[src/rtl/demux_lane_pkg.sv]
// Shared constants and FSM state type for the serial-to-parallel lane demux.
package demux_lane_pkg;

  localparam int unsigned NUM_LANES  = 4;
  localparam int unsigned LANE_SEL_W = 2;

  typedef enum logic [1:0] {
    IDLE    = 2'd0,
    COLLECT = 2'd1,
    HOLD    = 2'd2
  } state_t;

endpackage

[src/rtl/demux_lane_deserializer_lane_steer.sv]
// Combinational 1-to-NUM_LANES steering of an accepted serial bit.
module lane_steer
  import demux_lane_pkg::*;
(
  input  logic                  in_bit,
  input  logic                  accept,
  input  logic [LANE_SEL_W-1:0] lane_sel,
  output logic [NUM_LANES-1:0]  lane_en_c,
  output logic [NUM_LANES-1:0]  lane_bit_c
);

  // Raise the write enable and data for the selected lane only on an accept
  always_comb begin
    lane_en_c  = '0;
    lane_bit_c = '0;
    if (accept) begin
      lane_en_c[lane_sel]  = 1'b1;
      lane_bit_c[lane_sel] = in_bit;
    end
  end

endmodule

[src/rtl/demux_lane_deserializer.sv]
// Serial bit stream deserializer: round-robin steering into 4 lanes of WIDTH
// bits each, one parallel word presented under valid/ready.
module demux_lane_deserializer
  import demux_lane_pkg::*;
#(
  parameter int unsigned WIDTH = 8
) (
  input  logic                       clk,
  input  logic                       rst_n,
  input  logic                       in_bit,
  input  logic                       in_valid,
  output logic                       in_ready,
  input  logic                       flush,
  output logic [NUM_LANES*WIDTH-1:0] out_data,
  output logic                       out_valid,
  output logic                       out_partial,
  input  logic                       out_ready,
  output logic [LANE_SEL_W-1:0]      lane_sel
);

  localparam int unsigned TOTAL_BITS = NUM_LANES * WIDTH;
  localparam int unsigned CNT_W      = $clog2(TOTAL_BITS) + 1;
  localparam int unsigned POS_W      = $clog2(WIDTH);

  state_t                     state_q;
  state_t                     state_d;
  logic [CNT_W-1:0]           cnt_q;
  logic [WIDTH-1:0]           lane_q [NUM_LANES];
  logic [WIDTH-1:0]           lane_d [NUM_LANES];
  logic [NUM_LANES*WIDTH-1:0] word_c;
  logic [NUM_LANES-1:0]       lane_en_c;
  logic [NUM_LANES-1:0]       lane_bit_c;
  logic [POS_W-1:0]           pos_c;
  logic                       accept_c;
  logic                       take_c;
  logic                       last_c;
  logic                       load_c;
  logic                       partial_c;
  logic                       clear_c;

  assign accept_c = in_valid & in_ready;
  assign take_c   = out_valid & out_ready;
  assign last_c   = (cnt_q == CNT_W'(TOTAL_BITS - 1));
  // Bit k lands at position k / NUM_LANES within its lane
  assign pos_c    = cnt_q[LANE_SEL_W +: POS_W];

  lane_steer u_lane_steer (
    .in_bit     (in_bit),
    .accept     (accept_c),
    .lane_sel   (lane_sel),
    .lane_en_c  (lane_en_c),
    .lane_bit_c (lane_bit_c)
  );

  // Next lane contents including this cycle's bit, and the packed word view
  always_comb begin
    word_c = '0;
    for (int l = 0; l < NUM_LANES; l++) begin
      lane_d[l] = lane_q[l];
      if (lane_en_c[l]) begin
        lane_d[l][pos_c] = lane_bit_c[l];
      end
      word_c[l*WIDTH +: WIDTH] = lane_d[l];
    end
  end

  // FSM state register
  always_ff @(posedge clk or negedge rst_n) begin
    if (!rst_n) begin
      state_q <= IDLE;
    end else begin
      state_q <= state_d;
    end
  end

  // FSM next-state logic
  always_comb begin
    state_d = state_q;
    unique case (state_q)
      IDLE:    if (accept_c) state_d = COLLECT;
      COLLECT: if ((accept_c && last_c) || flush) state_d = HOLD;
      HOLD:    if (take_c) state_d = IDLE;
      default: state_d = IDLE;
    endcase
  end

  // FSM control outputs: close a word (full or flushed) and clear on take
  always_comb begin
    load_c    = 1'b0;
    partial_c = 1'b0;
    clear_c   = 1'b0;
    unique case (state_q)
      COLLECT: begin
        if (accept_c && last_c) begin
          load_c = 1'b1;
        end else if (flush) begin
          load_c    = 1'b1;
          partial_c = 1'b1;
        end
      end
      HOLD:    clear_c = take_c;
      default: ;
    endcase
  end

  // Bit counter, lane select and lane storage
  always_ff @(posedge clk or negedge rst_n) begin
    if (!rst_n) begin
      cnt_q    <= '0;
      lane_sel <= '0;
      for (int l = 0; l < NUM_LANES; l++) lane_q[l] <= '0;
    end else if (clear_c) begin
      cnt_q    <= '0;
      lane_sel <= '0;
      for (int l = 0; l < NUM_LANES; l++) lane_q[l] <= '0;
    end else begin
      for (int l = 0; l < NUM_LANES; l++) lane_q[l] <= lane_d[l];
      if (accept_c) begin
        cnt_q    <= cnt_q + CNT_W'(1);
        lane_sel <= lane_sel + LANE_SEL_W'(1);
      end
    end
  end

  // Output word register and handshake flags
  always_ff @(posedge clk or negedge rst_n) begin
    if (!rst_n) begin
      out_data    <= '0;
      out_partial <= 1'b0;
      out_valid   <= 1'b0;
      in_ready    <= 1'b1;
    end else if (load_c) begin
      out_data    <= word_c;
      out_partial <= partial_c;
      out_valid   <= 1'b1;
      in_ready    <= 1'b0;
    end else if (clear_c) begin
      out_valid   <= 1'b0;
      in_ready    <= 1'b1;
    end
  end

endmodule

[config.mk]
export PLATFORM = sky130hd
export DESIGN_NAME = demux_lane_deserializer
export DESIGN_NICKNAME = d
export VERILOG_FILES = /design/src/rtl/demux_lane_pkg.sv /design/src/rtl/demux_lane_deserializer_lane_steer.sv /design/src/rtl/demux_lane_deserializer.sv
export SDC_FILE = /design/constraint.sdc
export NUM_CORES = 1
export LEC_CHECK = 0
export ABC_CLOCK_PERIOD_IN_PS = 2500
export BUFFER_PORTS_ARGS = -buffer_cell sky130_fd_sc_hd__buf_2
export CAP_MARGIN = 20
export CORE_MARGIN = 5
export CORE_UTILIZATION = 55
export CTS_CLUSTER_DIAMETER = 200
export CTS_CLUSTER_SIZE = 24
export DETAILED_ROUTE_END_ITERATION = 10
export GPL_TIMING_DRIVEN = 0
export PLACE_DENSITY_LB_ADDON = 0.3
export SYNTH_ARGS = -nofsm -noshare
export SYNTH_HDL_FRONTEND = slang
export SYNTH_HIERARCHICAL = 1
export SYNTH_SLANG_ARGS = --single-unit
[constraint.sdc]
create_clock -name clk -period 2.5 [get_ports clk]
set_input_delay 0.5 -clock clk [delete_from_list [all_inputs] [get_ports clk]]
set_output_delay 0.5 -clock clk [all_outputs]
set_load 0.01 [all_outputs]
==> results summary, run 1 <==
In this run the critical register-to-register path is captured at out_data[18]. The clock network latency to the later pin of the worst-skew pair is 0.35 ns. The total length of routed wires is 6470 um.

The worst endpoint required time is 2.73 ns. The number of max-slew violations in the final report is 0. The fraction of the yosys area taken by sequential cells came out at 55.7%. After detailed routing, the average wire length per cell comes to 14.2 um. The largest net degree at the start of global routing is 43. The count of TritonRoute iterations in the first routing pass came out at 4. After routing the design area is 4030 um^2. Along the worst path, the maximum fanout reaches 15. The cell at the root of the clock tree is sky130_fd_sc_hd__clkbuf_8. After filler insertion, the fill cell instance count of the layout stands at 529. The switching component of the power is 1.33 mW. Among all flip-flop cells after synthesis, the most frequent one is sky130_fd_sc_hd__dfrtp_1. The height of the die came out at 89.4 um. The endpoint kind of the worst setup timing path is a register. The number of global-route vias before repair was 2315. The parity-gate share of the synthesized area counting xor and xnor cells is 1.52%.

The setup-violating endpoint count in the final report is 0. For this run, the total global-route usage over all layers was measured as 18.3%. For the final database, setup skew stands at 0.00802 ns.

The number of remaining DRC errors is 0. The via count came out at 2324. The average size of a mapped cell came out at 10.9 um^2.

The startpoint of the worst-slack reg-to-reg timing path is in_ready. The core outline area came out at 6240 um^2. The synthesized design contains 77 register bits. Yosys mapped a number of flops with a built-in enable equal to 0.

OpenSTA, run right after detailed placement, puts the worst setup slack at 0.213 ns. By area the synthesized netlist is led by sky130_fd_sc_hd__dfrtp_1, sky130_fd_sc_hd__mux2i_1, sky130_fd_sc_hd__nor2_1. The number of synthesis warnings came out at 6. Once the clock tree was built, the setup fixing pass inserted 0 buffers. The top cell types in the final layout, fill and taps aside, are sky130_fd_sc_hd__dfrtp_1, sky130_fd_sc_hd__nor2_1, sky130_fd_sc_hd__mux2i_1. The final setup slack of the worst path came out at 0.291 ns.

The total number of nets in the final design is 380. The synthesized design spends more area on one cell type than any other, namely sky130_fd_sc_hd__dfrtp_1. Across the run, the number of max-cap violations was 0. The number of antenna diodes in the final layout is 0.

In this run the worst setup path begins at in_ready. Cells with a size suffix above 1 make up 20.1% of the layout. Timing would allow up to 453 MHz. The run finished with clean final reports. The largest family of logic cells by synthesized area is multiplexers. The CTS buffer count is 9.

The synthesized cell area is 3460 um^2. From synthesis to final layout, the design area changed by 16.4%. The routed via count divided by cell count came out at 5.11. In this run, the number of DRC markers left after iteration 0 of detailed routing was 115.

The die extent in x came out at 89.4 um. The area fraction in compound gates after synthesis is 1.77%. The cell total after placement came out at 439. Data arrives at the worst endpoint at 2.44 ns. The core occupancy in the finished layout came out at 64.6%.

The min-delay analysis places its worst path in the category in2async. In this run the tightest slew margin relative to its limit is 65.8%. The synthesized net count is 326.

The clock network is responsible for 27.5% of the overall power. The final setup TNS came out at 0 ns. The number of cells on the worst reg-to-reg path is 7. The maximum buffer depth of the clock tree is 2.

The fraction of registers with async set or reset after synthesis is 100%. The part of the total power dissipated in combinational logic is 29.4%. The portion of netlist area occupied by mux cells is 18.5%. The gate count of the mapped netlist came out at 319. The fraction of the mapped netlist area in adder cells is 0.361%.

The switching portion of total power came out at 32.3%. The initial core utilization came out at 55.5%. The total placed instance area came out at 3790 um^2. The commonest non-fill, non-tap cell in the layout is sky130_fd_sc_hd__dfrtp_1. TritonCTS built the clock tree. The remaining antenna violation count after routing came out at 0. The number of levels in the clock H-tree is 3. The initial antenna violation count is 0. After Yosys synthesis, and, or, nand and nor cells account for 15.2% of the synthesized area. The top cell type's share of synthesized area is 54.9%. The number of I/O port buffers came out at 42. The number of cell rows came out at 29. The global placer's final weighted congestion came out at 0.824. The critical path is of the reg2reg type. The capture point of the worst path is out_data[18]. The clock-pin transition on the worst setup and hold timing paths came out at 0.08 ns. Setup repair after global routing left no endpoint under its margin. The power per unit of standard cell area came out at 1020 nW/um^2. During I/O placement, the number of pins put on the boundary was 43. The worst setup path is launched from a register.

The number of hold buffers added after CTS was 0. The total overflow reported by the global router came out at 0. The count of final hold-check violations is 0. The sink count of the clock tree is 77. The maximum VDD drop is 557 uV.

The internal power consumption is 2.78 mW. The first global-routing pass estimated 11000 um of wire. Once layout is complete, the cells apart from fillers number 455. The HPWL after detailed placement is 4490 um.

The area of the die is 7990 um^2. The relative contribution of sequential cells to total power is 43.1%. After layout, the worst path uses 88.4% of the clock period. The slew of the pin with the lowest slew margin came out at 0.513 ns. The worst setup slack for register-to-register paths came out at 0.29 ns. The leakage power is 1.93 nW. The minimum clock period after layout is 2.21 ns. The number of cells upsized or downsized after cts came out at 0. The number of distinct library cells after synthesis came out at 35.
==> flip-flops by register name, indices dropped and copies added, names as in the netlist <==
| signal | cells |
|---|---|
| in_ready | 1 |
| out_data | 32 |
| state_q | 2 |
| lane_sel | 2 |
| out_partial | 1 |
| cnt_q | 6 |
| out_valid | 1 |
| lane_q | 32 |
==> per-stage QoR <==
step / power [mW] / hold WS [ns]
2_1_floorplan: 2.54 / 0.204
3_5_place_dp: 3.01 / 0.468
4_1_cts: 4.16 / 0.109
5_1_grt: 4.39 / 0.125
6_report: 4.11 / 0.0902
3_3_place_gp: 2.98 / 0.459
==> critical path: stages, from the launching register on <==
cell,delay (ns)
sky130_fd_sc_hd__dfstp_2,0.55
sky130_fd_sc_hd__nand2_1,0.16
sky130_fd_sc_hd__clkinv_1,0.28
sky130_fd_sc_hd__and3b_2,0.29
sky130_fd_sc_hd__nand2b_1,0.13
sky130_fd_sc_hd__nor3b_1,0.29
sky130_fd_sc_hd__mux2i_1,0.27
sky130_fd_sc_hd__mux2i_1,0.11
==> worst min path at each step <==
stage / start / end / slack (ns) / cells after the start
global route: rst_n / out_data[21] / 0.12 / 1
CTS: rst_n / out_data[21] / 0.11 / 1
finish: rst_n / out_data[21] / 0.09 / 1
global placement: state_q[1] / state_q[0] / 0.46 / 1
detailed placement: state_q[1] / state_q[0] / 0.47 / 1
floorplan: rst_n / cnt_q[0] / 0.20 / 0
==> metal layers <==
| metal | vias to the layer above | track usage, % | routed length [um] |
|---|---|---|---|
| li1 | 1142 | - | - |
| met1 | 1130 | 24.8 | 3030 |
| met2 | 41 | 27.7 | 2970 |
| met3 | 11 | 3.69 | 309 |
| met4 | 0 | 9.74 | 148 |
| met5 | - | 0 | 0 |
==> power groups by stage <==
stage	logic, mW	clock network, mW	registers, mW
after global routing	1.36	1.21	1.82
final	1.21	1.13	1.77
after floorplan	0.622	0	1.91
after CTS	1.23	1.16	1.77
after detailed placement	1.22	0	1.79
after global placement	1.20	0	1.78
==> Yosys cell counts, types with 2 or more instances <==
cell type	n
sky130_fd_sc_hd__inv_1	34
sky130_fd_sc_hd__nand4_1	2
sky130_fd_sc_hd__nor2_1	67
sky130_fd_sc_hd__buf_2	4
sky130_fd_sc_hd__and4b_2	2
sky130_fd_sc_hd__buf_8	2
sky130_fd_sc_hd__nand4b_1	2
sky130_fd_sc_hd__nor3b_1	3
sky130_fd_sc_hd__clkbuf_1	10
sky130_fd_sc_hd__a21oi_1	5
sky130_fd_sc_hd__a21o_1	2
sky130_fd_sc_hd__xnor2_1	3
sky130_fd_sc_hd__and3b_2	2
sky130_fd_sc_hd__xor2_1	3
sky130_fd_sc_hd__nand2b_1	6
sky130_fd_sc_hd__mux2i_1	64
sky130_fd_sc_hd__dfrtp_1	76
sky130_fd_sc_hd__buf_6	2
sky130_fd_sc_hd__nand2_1	12
sky130_fd_sc_hd__nor3_1	3
==> cells by family after synthesis <==
group,after synthesis
mux,64
fa+ha+maj,1
simple gates,108
buf+inv,53
flops,77
xor+xnor,6
compound gates,10
==> area by class of cell <==
cell class / instances / area (um^2) / share of cell area [%]
flip-flops and latches: 77 / 1930 / 47.8
multi-input cells: 189 / 1290 / 32.1
repair buffers: 43 / 233 / 5.77
clock buffers: 12 / 145 / 3.60
inverters: 35 / 131 / 3.26
plain buffers: 18 / 110 / 2.73
well taps: 77 / 96.3 / 2.39
clock inverters: 4 / 95.1 / 2.36
No activity file was read; power rests on OpenSTA's default activity.
==> run 2: changes to the inputs <==
Settings changed: PLACE_DENSITY_LB_ADDON 0.3 to 0.2.
==> results summary, run 2 (same netlist as run 1, synthesis figures left out) <==
The flow ran to the end, and the final reports show no timing, DRC or antenna violations. Leaving out fill and tap cells, the most frequent cell in the layout is sky130_fd_sc_hd__dfrtp_1. The max-capacitance violation count is 0 (unchanged). The number of global-route vias before repair was 2334 (+0.82%).

The post-synthesis to final-layout area growth came out at 16.6%. The number of I/O port buffers came out at 42 (unchanged). The clock group share of total power was 27.8% (+0.3 points).

The share of the clock period used by the worst path is 86.8% (-1.6 points). The relative slew slack was 62.5% (-3.3 points). The switching portion of total power is 32.7% (+0.38 points).

The relative contribution of sequential cells to total power is 42.9% (-0.2 points). The total I/O pin count is 43 (unchanged). STA classifies the critical path startpoint as a register. The number of buffers added to fix hold violations after cts is 0 (unchanged). The critical path is of the reg2reg type.

The CTS buffer count came to 9 (unchanged). The top cell types in the final layout, fill and taps aside, are sky130_fd_sc_hd__dfrtp_1, sky130_fd_sc_hd__nor2_1, sky130_fd_sc_hd__mux2i_1. The sink count of the clock tree is 77 (unchanged). The die extent in x is 89.4 um (unchanged). The remaining antenna violation count after routing is 0 (unchanged). The initial core utilization came out at 55.5% (unchanged).

The part of the total power dissipated in combinational logic is 29.3% (about the same). The clock skew is 0.00537 ns (-0.00265 ns). The number of remaining DRC errors is 0 (unchanged). The count of final hold-check violations is 0 (unchanged). The slew of the pin with the lowest slew margin is 0.562 ns (+0.0497 ns).

STA classifies the critical path endpoint as a register. The number of levels in the clock H-tree is 3 (unchanged). The worst endpoint required time is 2.73 ns (about the same). The clock network latency to the later pin of the worst-skew pair came to 0.35 ns (about the same). The maximum buffer depth of the clock tree came out at 2 (unchanged). The internal power consumption came out at 2.78 mW (about the same). The global placer's final weighted congestion is 0.776 (-5.9%).

The final routed wire length divided by cell count came out at 14.6 um (+2.5%). The buffer count from post-CTS setup fixing is 0 (unchanged). The maximum VDD drop was 660 uV (+19%). The routed via count divided by cell count came out at 5.08 (-0.47%). The wire length of the first global-routing pass is 11300 um (+2.9%). The tree is rooted in a sky130_fd_sc_hd__clkbuf_8. The height of the die came out at 89.4 um (unchanged). The initial antenna violation count came out at 0 (unchanged). The first-iteration detailed-routing DRC count is 130 (+13%). The maximum clock frequency was 461 MHz (+1.9%).

Setup repair after global routing left no endpoint under its margin. The number of cells upsized or downsized after cts came out at 0 (unchanged). The number of cell rows came out at 29 (unchanged). The power per unit of standard cell area was 1020 nW/um^2 (+0.28%).

The number of max-slew violations in the final report is 0 (unchanged). The via count was 2313 (-0.47%). The clock tree from TritonCTS is done. The total global routing track utilization was 19.0% (+0.77 points). The count of TritonRoute iterations in the first routing pass came out at 4 (unchanged). The total overflow reported by the global router came to 0 (unchanged). The leakage power came out at 1.93 nW (-0.11%).

The minimum clock period after layout came out at 2.17 ns (-0.0402 ns). The largest registers in the layout are lane_q x32, out_data x32, cnt_q x6. The final setup TNS was 0 ns (unchanged).

The fraction of layout instances using a drive strength above 1 came to 20.6% (+0.53 points). The core outline area came out at 6240 um^2 (unchanged). The total number of nets in the final design was 380 (unchanged). The switching component of the power was 1.35 mW (+1.6%). The core occupancy in the finished layout is 64.8% (+0.12 points). The HPWL after detailed placement is 4580 um (+2.1%). The area of the die is 7990 um^2 (unchanged). The clock-pin transition on the worst setup and hold timing paths came out at 0.08 ns (about the same). The largest driver fanout on the critical path came out at 15 (unchanged). The setup-violating endpoint count in the final report came to 0 (unchanged). The worst hold-check path type is in2async. The total length of routed wires came to 6630 um (+2.5%). The antenna diode instance count is 0 (unchanged). The largest net degree at the start of global routing was 42 (-2.3%). The data arrival time of the worst path came out at 2.39 ns (-0.05 ns).

The final-layout worst hold slack is 0.101 ns (+0.0108 ns).
## run 2: changes by cell type in the layout (fill, tap and decap cells not counted), sizes merged
| cell | delta |
|---|---|
| clkinvlp | +2 |
| clkbuf | -2 |
## run 2: critical path, cell delays in order (launching register included)
cell	delay, ns
sky130_fd_sc_hd__dfstp_2	0.54
sky130_fd_sc_hd__nand2_1	0.16
sky130_fd_sc_hd__clkinv_1	0.29
sky130_fd_sc_hd__and3b_2	0.29
sky130_fd_sc_hd__nand2b_1	0.12
sky130_fd_sc_hd__nor3b_1	0.25
sky130_fd_sc_hd__mux2i_1	0.27
sky130_fd_sc_hd__mux2i_1	0.11
## run 2: final cells by class
cell class / instances / area, um^2
buffer: 18 / 110
clock buffer: 10 / 138
clock inverter: 6 / 110
fill: 516 / 2200
inverter: 35 / 131
multi-input combinational: 189 / 1290
sequential: 77 / 1930
tap: 77 / 96.3
timing repair buffer: 43 / 233
## run 2: path summary, 6_finish.rpt
check	from	endpoint	slack (ns)	depth (start not counted)
worst max-delay path	in_ready	out_data[18]	0.33	7
worst min-delay path	rst_n	out_data[6]	0.10	1
worst max register to register	in_ready	out_data[18]	0.33	7
worst min register to register	state_q[1]	state_q[0]	0.49	1
max in group asynchronous	rst_n	in_ready	1.76	2
min in group clk	flush	out_partial	0.45	3
## run 2: metrics by stage
| stage | power, mW | std cells | setup WS [ns] | instance area, um^2 |
|---|---|---|---|---|
| finish | 4.13 | 455 | 0.331 | 4040 |
| detailed placement | 3.02 | 439 | 0.183 | 3790 |
| global placement | 2.98 | 438 | 0.199 | 3770 |
| CTS | 4.17 | 455 | 0.315 | 4040 |
| floorplan | 2.54 | 319 | 0.582 | 3460 |
| global route | 4.39 | 455 | 0.163 | 4040 |
## run 2: power groups by stage
| stage | registers (mW) | logic (mW) | clock network (mW) |
|---|---|---|---|
| 3_5_place_dp | 1.79 | 1.23 | 0 |
| 2_1_floorplan | 1.91 | 0.622 | 0 |
| 6_report | 1.77 | 1.21 | 1.15 |
| 4_1_cts | 1.78 | 1.23 | 1.16 |
| 3_3_place_gp | 1.78 | 1.20 | 0 |
| 5_1_grt | 1.82 | 1.35 | 1.22 |
## run 2: routing by layer
metal | wire length [um] | GRT usage, % | vias to the layer above
li1 | - | - | 1128
met1 | 3110 | 25.9 | 1135
met2 | 3130 | 29.0 | 38
met3 | 250 | 4.15 | 12
met4 | 138 | 9.20 | 0
met5 | 0 | 0 | -
